## config.mk

```make
export PLATFORM = sky130hd
export DESIGN_NAME = gf180mcu_fd_sc_mcu9t5v0__rxsync_filt
export DESIGN_NICKNAME = d
export VERILOG_FILES = /design/src/rtl/gf180mcu_fd_sc_mcu9t5v0__rxsync_filt_pkg.sv /design/src/rtl/gf180mcu_fd_sc_mcu9t5v0__rxsync_chain.sv /design/src/rtl/gf180mcu_fd_sc_mcu9t5v0__rxsync_filt.sv
export SDC_FILE = /design/constraint.sdc
export NUM_CORES = 1
export LEC_CHECK = 0
export CORE_AREA = 8 8 45 47
export DETAILED_ROUTE_END_ITERATION = 7
export DIE_AREA = 0 0 53 55
export GPL_TIMING_DRIVEN = 0
export PLACE_DENSITY = 0.45
export SETUP_SLACK_MARGIN = 0.4
export SLEW_MARGIN = 30
export SYNTH_ARGS = -nofsm -noshare
export SYNTH_HDL_FRONTEND = slang
export SYNTH_HIERARCHICAL = 1
export SYNTH_SLANG_ARGS = --single-unit
```

## constraint.sdc

```tcl
create_clock -name CLK -period 2.4 [get_ports CLK]
set_input_delay 0.72 -clock CLK [delete_from_list [all_inputs] [get_ports CLK]]
set_output_delay 0.72 -clock CLK [all_outputs]
set_load 0.05 [all_outputs]
```

## src/rtl/gf180mcu_fd_sc_mcu9t5v0__rxsync_filt_pkg.sv

```systemverilog
// Shared constants and helpers for the receive-side sync/filter cells.
// Holds the legal parameter limits and a constant-evaluable clog2.
package gf180mcu_fd_sc_mcu9t5v0__rxsync_filt_pkg;

    localparam int SYNC_MIN = 2;
    localparam int FILT_MAX = 256;

    function automatic int clog2(input int value);
        int result;
        int remain;
        result = 0;
        remain = value - 1;
        while (remain > 0) begin
            result = result + 1;
            remain = remain >> 1;
        end
        return result;
    endfunction

endpackage

```

## src/rtl/gf180mcu_fd_sc_mcu9t5v0__rxsync_chain.sv

```systemverilog
// Plain multi-flop synchroniser with a configurable async-reset value.
// Reused by any cell that brings a single bit into the local clock domain.
module gf180mcu_fd_sc_mcu9t5v0__rxsync_chain
    import gf180mcu_fd_sc_mcu9t5v0__rxsync_filt_pkg::*;
#(
    parameter int   STAGES  = 2,
    parameter logic RST_VAL = 1'b0
) (
    input  logic clk,
    input  logic rst,
    input  logic d,
    output logic q
);

    generate
        if (STAGES < SYNC_MIN) begin : g_bad_stages
            $error("rxsync_chain: STAGES must be at least %0d", SYNC_MIN);
        end
    endgenerate

    logic [STAGES-1:0] sync_q;

    always_ff @(posedge clk or posedge rst) begin
        if (rst) begin
            sync_q <= {STAGES{RST_VAL}};
        end else begin
            sync_q <= {sync_q[STAGES-2:0], d};
        end
    end

    assign q = sync_q[STAGES-1];

endmodule

```

## src/rtl/gf180mcu_fd_sc_mcu9t5v0__rxsync_filt.sv

```systemverilog
// Synchronises an asynchronous line, rejects short glitches with a
// persistence counter, and emits a clean level with rise/fall pulses.
module gf180mcu_fd_sc_mcu9t5v0__rxsync_filt
    import gf180mcu_fd_sc_mcu9t5v0__rxsync_filt_pkg::*;
#(
    parameter int   SYNC_STAGES = 2,
    parameter int   FILT_CNT    = 4,
    parameter logic RST_VAL     = 1'b0
) (
    input  logic CLK,
    input  logic RST,
    input  logic I,
    input  logic EN,
    output logic Z,
    output logic ZR,
    output logic ZF
);

    localparam int CNT_W = (clog2(FILT_CNT) > 1) ? clog2(FILT_CNT) : 1;
    localparam logic [CNT_W-1:0] CNT_LAST = CNT_W'(FILT_CNT - 1);

    generate
        if (SYNC_STAGES < SYNC_MIN) begin : g_bad_sync
            $error("rxsync_filt: SYNC_STAGES must be at least %0d", SYNC_MIN);
        end
        if (FILT_CNT < 1 || FILT_CNT > FILT_MAX) begin : g_bad_filt
            $error("rxsync_filt: FILT_CNT must be in 1..%0d", FILT_MAX);
        end
    endgenerate

    logic           sync_s;
    logic [CNT_W-1:0] cnt;

    gf180mcu_fd_sc_mcu9t5v0__rxsync_chain #(
        .STAGES  (SYNC_STAGES),
        .RST_VAL (RST_VAL)
    ) u_chain (
        .clk (CLK),
        .rst (RST),
        .d   (I),
        .q   (sync_s)
    );

    // Z only moves after FILT_CNT consecutive enabled mismatches; any agreement
    // clears the run, and EN=0 freezes the run where it stands.
    always_ff @(posedge CLK or posedge RST) begin
        if (RST) begin
            cnt <= '0;
            Z   <= RST_VAL;
            ZR  <= 1'b0;
            ZF  <= 1'b0;
        end else begin
            ZR <= 1'b0;
            ZF <= 1'b0;
            if (EN) begin
                if (sync_s == Z) begin
                    cnt <= '0;
                end else if (cnt == CNT_LAST) begin
                    Z   <= sync_s;
                    cnt <= '0;
                    ZR  <= sync_s;
                    ZF  <= ~sync_s;
                end else begin
                    cnt <= cnt + 1'b1;
                end
            end
        end
    end

endmodule
```

==> flow_results.org, run 1 <==
** Worst setup path
- Counting both buffers and inverters, the worst setup path holds a total of 1.
- In this run the worst path has a maximum fanout of 5.
- Slowest stage cell on the critical path :: sky130_fd_sc_hd__dlygate4sd2_1
- Category of the critical setup timing path :: flop to output port
- The worst setup path is captured at an output port.
- Traced cell by cell, the critical path runs through dlygate4sd2_1.
- Largest stage delay, worst path :: 0.55 ns
- Number of cells on the critical path :: 1
- On the critical path the largest part of the delay comes from buffers and inverters.
- STA puts the critical path data required time at 1.68 ns.
- Worst setup SP type :: flop
- Worst R2R Path Depth :: 3
- Crit path DAT :: 1.22 ns

** STA
- Headroom to the max-slew limit came out at 0.6706.
- Final number of setup-violating endpoints :: 0
- TNS Setup :: 0 ns
- Of the available clock period, the critical path in the final layout requires 0.8071.
- Largest clock skew in the final design :: 0.008585 ns
- Count of final hold-check violations :: 0
- Based on the critical path, the design can be clocked at up to 516.3 MHz.
- Max Transition Viols Final :: 0
- Setup repair after global routing left no endpoint under its margin.
- Post-layout min period :: 1.937 ns
- Slew at the pin closest to its max-slew limit :: 0.4961 ns
- Across all setup checks in the final design, the least slack found is 0.4630 ns.

** Synth
- Compound-gate portion of the synthesized area :: 0.04695
- Post-synth top area share :: 0.6573
- The Yosys step of the flow raised 6 warnings.
- Of the total synthesized cell area, the portion taken by XOR and XNOR cells is 0.03286.
- Counting flops and latches in the post-synthesis netlist gives 7.
- Synth top cells by count :: sky130_fd_sc_hd__dfrtp_1 (7), sky130_fd_sc_hd__inv_1 (4), sky130_fd_sc_hd__nand2_1 (2), sky130_fd_sc_hd__nor3b_1 (2), sky130_fd_sc_hd__o22ai_1 (2)
- Of the synthesized area, sequential elements account for 0.6573.
- After synthesis, the largest family of logic cells by area is simple AND/OR/NAND/NOR gates.
- Summing every instance area after synthesis gives 266.5 um^2.
- Of the total synthesized cell area, the portion taken by AND, OR, NAND and NOR gates is 0.1174.
- sky130_fd_sc_hd__dfrtp_1 takes more of the synthesized area than any other cell.
- Most used DFF post-synth :: sky130_fd_sc_hd__dfrtp_1
- Count of flip-flops with a built-in enable after synthesis :: 0
- Most area-consuming cells after synthesis :: sky130_fd_sc_hd__dfrtp_1 (66%), sky130_fd_sc_hd__inv_1 (5.6%), sky130_fd_sc_hd__nor3b_1 (5.6%)
- The number of nets handed over by synthesis was 26.
- In this run, distinct cell masters in the synthesized netlist total 9.
- By instance count, the leading cell after synthesis is sky130_fd_sc_hd__dfrtp_1.
- After synthesis, the share of flip-flops with an asynchronous set or reset is 1.000.
- Synthesized instance count :: 21
- The portion of synthesized area spent on multiplexers is 0.04225.
- Adder and majority cell fraction of the synthesized area :: 0.04695
- Average cell area after synthesis :: 12.69 um^2

** Pwr
- Total leakage power :: 0.0001841 uW
- PD cells :: 1065 nW/um^2
- Max rail drop VDD :: 0.3357 mV

** Drt
- After detailed routing, the average wire length per cell comes to 9.894 um.
- Iter 0 DRT Violations :: 2
- The detail route stage leaves a number of antenna-violating nets equal to 0.
- The first detailed-routing pass took 2 iterations.
- For this run, design rule violations remaining after detail routing come to 0.
- Total detailed-routing wirelength :: 465 um
- After detailed routing, the number of vias per cell comes to 3.915.
- The final route contains 184 vias.

** Place
- Worst slack at placement :: 0.4469 ns
- The congestion estimate from routability-driven global placement came to 0.6170.
- After legalization and detailed placement, the total HPWL measured 393.4 um.
- PortBufs :: 6

** Clock tree
- For this design, the CTS-stage hold fixing added 0 buffers.
- CTS max path bufs :: 2
- In this run, CTS created clock tree buffers numbering 3.
- Clock slew seen by the registers of the worst setup and hold paths :: 0.06 ns
- The tree is rooted in a sky130_fd_sc_hd__clkbuf_4.
- Setup repair bufs after CTS :: 0
- Total number of clock tree sinks :: 7
- Latest clock arrival within the worst-skew pair :: 0.25 ns
- CTS tree :: done
- CTS built an H-tree with a depth of 1.

** Die
- Horizontal die dimension :: 53 um
- Die ar. :: 2915 um^2
- Initial standard-cell utilization of the core :: 0.1926
- Die Y :: 55 um
- After floorplanning, the core was sized to cover 1384 um^2.
- FP Rows :: 14
- Boundary pin count :: 7

** Final layout
- Compared with the post-synthesis result, the final layout area differs by 38.97%.
- 0 antenna diodes ended up in the layout.
- For this run, the post-layout net count is 37.
- After filler insertion, the fill cell instance count of the layout stands at 150.
- Share of layout cells above drive strength 1 :: 0.1613

** GRT
- The total overflow left after global routing is 0.
- For this run, the total global-route usage over all layers was measured as 0.04178.
- The first global-routing pass estimated 793 um of wire.
- Entering global routing, the biggest net connects 6 pins.
- Vias in the first global route :: 206
- The initial antenna violation count was 0.

** Status
- Status :: complete, no violations

** Flow run
- Max-capacitance violation count :: 0

** Worst hold path
- Min-Delay Path Depth :: 0
- The tightest min-delay check is of the flop to flop type.
[area by class of cell]
class / count / area (um^2) / share of cell area
Sequential cell: 7 / 175.2 / 0.4730
Multi-Input combinational cell: 10 / 76.32 / 0.2061
Timing Repair Buffer: 6 / 56.30 / 0.1520
Clock buffer: 3 / 22.52 / 0.06081
Tap cell: 16 / 20.02 / 0.05405
Inverter: 4 / 15.01 / 0.04054
Clock inverter: 1 / 5.005 / 0.01351
[where the power goes]
group,internal (uW),switching (uW),leakage (uW),total [uW]
Sequential,146,23.8,0.0000896,170
Combinational,50.8,69.4,0.0000768,120
Clock,60.8,43.4,0.0000177,104
Total,258,137,0.000184,394
[timing repair]
action                                  4_1_cts  5_1_grt
gates resized for setup                       3        0
hold endpoints to repair                      0        0
endpoints found under the setup margin        3        0
[through the flow]
step / power (uW) / hold WS, ns / area, um^2 / instances / utilization
5_1_grt: 426.6 / 0.3821 / 370.4 / 47 / 0.2676
4_1_cts: 403.3 / 0.3647 / 370.4 / 47 / 0.2676
3_3_place_gp: 293.3 / 0.3411 / 346.6 / 43 / 0.2505
6_report: 394.4 / 0.3565 / 370.4 / 47 / 0.2676
2_1_floorplan: 258.4 / 0.3312 / 266.5 / 21 / -
3_5_place_dp: 301.8 / 0.3517 / 346.6 / 43 / 0.2505
[state kept, by name (all words and copies together) (netlist names)]
name / flops
Z: 1
cnt: 2
ZF: 1
ZR: 1
u_chain/sync_q: 2
[kinds of logic (layout without fill, tap and decap cells)]
family                   after synthesis  after routing
flip-flops                             7              7
AND/OR/NAND/NOR                        5              5
buffers and inverters                  4             14
AO/OA/AOI/OAI                          2              2
adder cells (fa/ha/maj)                1              1
XOR/XNOR                               1              1
multiplexers                           1              1
[layout by cell type, fill, tap and decap left out]
| cell type | n |
|---|---|
| sky130_fd_sc_hd__inv_1 | 4 |
| sky130_fd_sc_hd__clkinv_2 | 1 |
| sky130_fd_sc_hd__mux2_2 | 1 |
| sky130_fd_sc_hd__dlygate4sd2_1 | 3 |
| sky130_fd_sc_hd__clkbuf_4 | 3 |
| sky130_fd_sc_hd__dfrtp_1 | 7 |
| sky130_fd_sc_hd__nand2_1 | 2 |
| sky130_fd_sc_hd__nor3b_1 | 2 |
| sky130_fd_sc_hd__ha_1 | 1 |
| sky130_fd_sc_hd__o22ai_1 | 2 |
| sky130_fd_sc_hd__or3b_1 | 1 |
| sky130_fd_sc_hd__clkdlybuf4s50_1 | 3 |
| sky130_fd_sc_hd__xnor2_1 | 1 |
[worst paths after layout]
path / from / end / slack (ns)
max in group asynchronous: RST / cnt[0] / 1.51
worst max register to register: cnt[0] / Z / 1.22
worst min-delay path: u_chain/sync_q[0] / u_chain/sync_q[1] / 0.36
min in group asynchronous: RST / u_chain/sync_q[0] / 0.65
worst min register to register: u_chain/sync_q[0] / u_chain/sync_q[1] / 0.36
worst max-delay path: Z / Z / 0.46
[metal layers]
layer	vias to the layer above	track usage	routed length [um]
met5	-	0	0
met4	0	0.05172	0
met3	0	0.03209	53
met2	7	0.06250	224
met1	88	0.03091	187
li1	89	-	-
Note: power is estimated with default switching activity, not from simulation.
==> inputs of run 2 (changes only) <==
PLACE_DENSITY = 0.46   (was 0.45)
clock period = 1.58 ns   (was 2.4 ns; I/O delays follow)
==> flow_results.org, run 2 (same netlist as run 1, synthesis figures left out) <==
** Status
- The run finished with clean final reports.

** Place
- DP Wirelength :: 392.2 um
- Counting tap cells, the placed design contains a total of 43 instances.
- Weighted congestion reported at the end of routability-driven placement :: 0.6480
- PortBufs :: 6
- Once placement finished, the instance area stood at 346.6 um^2.

** Drt
- Summed over all layers, the routed wires come to 489 um.
- Average via count per standard cell :: 3.857
- For this block, the via count after detailed routing is 189.
- Dividing the detail-routed wire length by the instance count gives 9.980 um.
- Remaining antenna violation count :: 0
- Iter 0 DRT Violations :: 0
- In the routed design, unresolved DRC markers number 0.
- For this run, the detailed router's first-pass iteration total came to 1.

** Worst setup path
- Among all stages on the critical path, the largest delay is contributed by sky130_fd_sc_hd__dfrtp_1.
- On the worst path, the slowest cell contributes a delay of 0.40 ns.
- Category of the critical setup timing path :: flop to output port
- STA classifies the critical path startpoint as a flop.
- Data on the critical path arrives at its endpoint at 0.80 ns.
- Cells along the critical path :: buf_6
- In this run the register-to-register setup slack is 0.47 ns.
- Counting both buffers and inverters, the worst setup path holds a total of 1.
- At the worst endpoint, the required time is 1.11 ns.
- Number of cells on the critical path :: 1
- Measured in cells, the most critical reg-to-reg path has a length of 3.
- The startpoint identified for the worst register-to-register timing path is cnt[1].
- Largest driver fanout on the critical path :: 2
- On the critical path the largest part of the delay comes from flip-flops.
- Reg-to-reg critical path endpoint :: Z
- Endpoint kind of the worst setup timing path :: output port
- First element of the critical path :: Z
- Crit path to :: Z

** Clock tree
- The cell sitting at the root of the clock tree is a sky130_fd_sc_hd__clkbuf_4.
- H-Tree Level Count :: 1
- The clock drives 7 sinks.
- TritonCTS buffer count :: 3
- CTS max path bufs :: 2
- TritonCTS built the clock tree.
- At the later pin of the worst-skew pair, clock insertion delay measures 0.24 ns.
- Clock slew seen by the registers of the worst setup and hold paths :: 0.05 ns

** STA
- Setup repair after global routing missed its margin :: true
- Based on the critical path, the design can be clocked at up to 782.1 MHz.
- Remaining max-slew budget at the tightest pin :: 0.8401
- Setup violations remaining at the end of the flow were counted as 0.
- Of the available clock period, the critical path in the final layout requires 0.8092.
- Count of final hold-check violations :: 0
- Slew at the pin closest to its max-slew limit :: 0.2381 ns
- Between clock sinks in the finished design, the worst skew comes to 0.002289 ns.
- The max-slew violation count came to 0.
- The worst path in the final design needs a cycle of 1.279 ns, including I/O delays and setup.

** GRT
- Summed over all layers, the global routing overflow is 0.
- M1 GR Usage :: 0.04489
- Entering global routing, the biggest net connects 6 pins.
- Across every metal layer, demand over resource in global routing totals 0.04565.
- In the global route stage, met2 resource usage came out at 0.05664.
- The via count of the first global-routing pass came to 230.
- GR peak layer :: met2
- The first global-routing pass estimated 903 um of wire.
- For this run, global-route usage on met3 was measured as 0.03476.
- Number of antenna violations at the first check in global routing :: 0

** Die
- For this configuration, the core starts out at a cell density of 0.1926.
- From left edge to right edge, the die measures 53 um.
- Boundary pin count :: 7
- Die Y :: 55 um
- After floorplanning, the core was sized to cover 1384 um^2.
- FP Rows :: 14
- The die covers 2915 um^2.

** Final layout
- Number of non-filler instances in the completed layout :: 49
- Measured on the finished design, the core utilization comes to 0.2902.
- In the layout the commonest cells are sky130_fd_sc_hd__dfrtp_1 (7), sky130_fd_sc_hd__inv_1 (4), sky130_fd_sc_hd__clkbuf_4 (3), sky130_fd_sc_hd__buf_6 (3).
- The filler cells instantiated in the layout total 150.
- # diodes :: 0
- Layout Nets :: 39
- The finished cells cover 401.6 um^2.
- The largest registers in the layout are cnt x2, u_chain/sync_q x2.
- Leaving out fill and tap cells, the most frequent cell in the layout is sky130_fd_sc_hd__dfrtp_1.
- Of the cells placed in the final design, the portion with a size suffix greater than 1 is 0.3636.
- Compared with the post-synthesis result, the final layout area differs by 50.70%.

** Pwr
- For this design the ratio of total power to cell area is 1671 nW/um^2.
- Total leakage power :: 0.0001894 uW
- Across the VDD grid, the largest voltage drop is 0.5443 mV.

** Worst hold path
- The min-delay analysis places its worst path in the category flop to flop.

** Flow run
- Max-capacitance violation count :: 0
run 2: changes by cell type in the layout (fill, tap and decap cells not counted), sizes merged:
cell           change
buf                +5
clkbuf             +1
clkdlybuf4s50      -1
clkinv             -1
dlygate4sd2        -2
run 2: layout make-up:
| type | instances | area, um^2 | area share |
|---|---|---|---|
| flip-flops and latches | 7 | 175.2 | 0.4361 |
| multi-input cells | 10 | 87.58 | 0.2181 |
| repair buffers | 8 | 77.57 | 0.1931 |
| clock buffers | 4 | 26.28 | 0.06542 |
| well taps | 16 | 20.02 | 0.04984 |
| inverters | 4 | 15.01 | 0.03738 |
run 2: through the flow:
| step | TNS [ns] | hold slack (ns) | power, uW | setup WS, ns |
|---|---|---|---|---|
| 2_1_floorplan | 0 | 0.2152 | 392.5 | 0.4579 |
| 5_1_grt | 0 | 0.3820 | 722.0 | 0.2668 |
| 3_3_place_gp | -0.1252 | 0.3401 | 444.6 | -0.1246 |
| 4_1_cts | 0 | 0.3506 | 651.3 | 0.2915 |
| 6_report | 0 | 0.3473 | 671.3 | 0.3015 |
| 3_5_place_dp | -0.1341 | 0.3418 | 456.1 | -0.1249 |
run 2: how the worst min path moves through the flow:
stage	to	depth (start not counted)	from
floorplan	u_chain/sync_q[0]	1	RST
detailed placement	u_chain/sync_q[1]	0	u_chain/sync_q[0]
global route	u_chain/sync_q[1]	0	u_chain/sync_q[0]
finish	u_chain/sync_q[1]	0	u_chain/sync_q[0]
CTS	u_chain/sync_q[1]	0	u_chain/sync_q[0]
global placement	u_chain/sync_q[1]	0	u_chain/sync_q[0]
run 2: metal layers:
| metal | vias up | part of all wire |
|---|---|---|
| li1 | 95 | - |
| met1 | 87 | 0.40 |
| met3 | 0 | 0.15 |
| met2 | 7 | 0.45 |
| met5 | - | 0 |
| met4 | 0 | 0 |
run 2: report_power, final:
part           internal [uW]  switching [uW]  total [uW]  leakage, uW
Sequential               222            30.8         253    0.0000896
Clock                   96.1            62.2         158    0.0000150
Combinational            130             130         260    0.0000848
run 2: repair_timing:
item,in CTS,in global routing
setup endpoints to repair,6,5
hold buffers,0,0
resized for setup,23,2
pin swaps,0,2
setup buffers,1,1
==> inputs of run 3 (changes only) <==
clock period = 1.05 ns   (was 1.58 ns; I/O delays follow)
==> flow_results.org, run 3 (same netlist as run 1, synthesis figures left out) <==
** GRT
- The first global-routing pass estimated 979 um of wire.
- Number of antenna violations at the first check in global routing :: 0
- Vias in the first global route :: 233
- Total grt overflow :: 0
- For this run, the total global-route usage over all layers was measured as 0.04945.
- Entering global routing, the biggest net connects 6 pins.

** Drt
- In the routed design, unresolved DRC markers number 0.
- Dividing the detail-routed wire length by the instance count gives 11.46 um.
- DR pass1 iterations :: 1
- In the routed layout, each cell is associated on average with a via count of 4.020.
- Total number of vias :: 201
- For this block, the routed nets add up to 573 um of wire.
- The detail route stage leaves a number of antenna-violating nets equal to 0.
- After the first detailed-routing iteration, the DRC count stood at 0.

** Die
- The die covers 2915 um^2.
- The floorplan has 14 rows.
- Initial standard-cell utilization of the core :: 0.1926
- Boundary pin count :: 7
- The region available for standard cell placement spans 1384 um^2.
- From left edge to right edge, the die measures 53 um.
- In this run the vertical extent of the chip is 55 um.

** Final layout
- The library cells used most frequently in the layout, excluding fill and tap cells, are sky130_fd_sc_hd__inv_1 (4), sky130_fd_sc_hd__dfrtp_1 (4), sky130_fd_sc_hd__buf_6 (4).
- In the final layout, the share of cells above drive strength 1 is 0.5294.
- # diodes :: 0
- Syn-to-layout area delta :: 71.83%
- At the end of the flow the core is filled with cells to 0.3309.
- The largest registers in the layout are cnt x2, u_chain/sync_q x2.
- The finished cells cover 457.9 um^2.
- At the end of the flow, the number of nets in the layout was 40.

** Worst hold path
- Classification of the worst-slack hold path :: input port to async pin

** Worst setup path
- Walking the worst path, the cells encountered are buf_6.
- Family with the most delay on the worst path :: flip-flops
- Among all stages on the critical path, the largest delay is contributed by sky130_fd_sc_hd__dfrtp_2.
- Largest stage delay, worst path :: 0.41 ns
- Worst setup SP type :: flop
- Worst R2R Path Depth :: 3
- Together, buffers and inverters on the worst path number 1.
- By startpoint and endpoint, the worst setup path is classified as flop to output port.
- The endpoint identified for the worst register-to-register timing path is cnt[0].
- In this run the worst path has a maximum fanout of 2.
- WP data required :: 0.73 ns
- The worst setup path is captured at an output port.
- The startpoint identified for the worst register-to-register timing path is cnt[0].
- Worst-case register-to-register setup slack :: -0.08 ns
- STA puts the critical path data arrival time at 0.82 ns.

** STA
- Timing would allow up to 880.5 MHz.
- The final-report hold violation count was 0.
- Across the routed clock network, the largest skew measured is 0.0007591 ns.
- In the post-route analysis, the smallest setup slack over all paths is -0.08578 ns.
- Setup repair after global routing missed its margin :: true
- The max-slew violation count came to 0.
- Measured against its own limit, the worst slew margin works out to 0.8348.
- Hold slack final :: 0.2427 ns
- Setup violations remaining at the end of the flow were counted as 5.
- The smallest clock period supported by the final layout is computed as 1.136 ns.
- Slew at the pin closest to its max-slew limit :: 0.2478 ns
- Dividing the final minimum period by the clock period gives 1.082.

** Clock tree
- CTS built an H-tree with a depth of 1.
- CTS max path bufs :: 2
- In this run the clock root is driven by a sky130_fd_sc_hd__clkbuf_4.
- TritonCTS buffer count :: 3
- CTS tree :: done
- Clock slew seen by the registers of the worst setup and hold paths :: 0.05 ns
- Latest clock arrival within the worst-skew pair :: 0.25 ns
- Total number of clock tree sinks :: 7
- Hold-fix buffers, CTS :: 0

** Status
- Failing checks :: setup timing
- Status :: finished, violations left

** Pwr
- Sequential cell fraction of total power :: 0.351
- Across the VDD grid, the largest voltage drop is 0.8367 mV.
- Total leakage power :: 0.0002104 uW
- Combinational Power Share :: 0.439
- Of the total power, the share spent switching nets is 0.3387.
- Design internal power :: 758.1 uW
- Of the total power, the clock network draws 0.210.
- The analysis attributes to net switching a power of 388.3 uW.
- PD cells :: 2504 nW/um^2

** Place
- DP Wirelength :: 394.3 um
- Summing all placed instances gives a cell area of 362.8 um^2.
- Buffers placed on the I/O ports in this run total 6.
- At the end of routability-driven placement, the weighted congestion stood at 0.6333.

** Flow run
- Across the run, the number of max-cap violations was 0.
==> run 3: changes by cell type in the layout (fill, tap and decap cells not counted), sizes merged <==
cell	delta
buf	+1
==> run 3: worst max path at each step <==
stage                       from  depth (start not counted)  slack (ns)     end
final                          Z                          1       -0.09       Z
after global routing      cnt[0]                          3       -0.14  cnt[0]
after CTS                      Z                          1       -0.08       Z
after detailed placement       Z                          1       -0.48       Z
after global placement         Z                          1       -0.48       Z
after floorplan           cnt[1]                          3      -0.001  cnt[0]
==> run 3: power by group through the flow <==
stage	sequential (uW)	clock [uW]	combinational [uW]
final	403	241	503
after global placement	398	0	301
after detailed placement	405	0	321
after CTS	396	253	455
after global routing	413	266	550
after floorplan	471	0	149
==> run 3: layer usage <==
metal | vias up | wire, um | part of all wire | track usage
met4 | 0 | 0 | 0 | 0.05172
met3 | 0 | 62 | 0.11 | 0.02674
met2 | 6 | 296 | 0.52 | 0.08203
li1 | 94 | - | - | -
met1 | 101 | 214 | 0.37 | 0.04012
met5 | - | 0 | 0 | 0
==> run 3: cell type report <==
type | count | area (um^2)
multi-input combinational | 10 | 128.9
inverter | 4 | 15.01
sequential | 7 | 178.9
fill | 141 | 925.9
clock buffer | 4 | 26.28
tap | 16 | 20.02
timing repair buffer | 9 | 88.84
==> run 3: through the flow <==
stage	total power (uW)	TNS (ns)	cells	worst slack (ns)
final	1146	-0.2893	50	-0.08578
after global routing	1230	-0.4538	50	-0.1376
after CTS	1104	-0.3138	49	-0.08367
after detailed placement	725.8	-2.477	43	-0.4759
after global placement	698.9	-2.361	43	-0.4781
after floorplan	620.6	-0.001369	21	-0.001369
==> run 3: timing repair <==
action,in CTS,in global routing
pin swaps,2,2
endpoints found under the setup margin,8,8
gates resized for setup,27,2
setup buffers,2,1
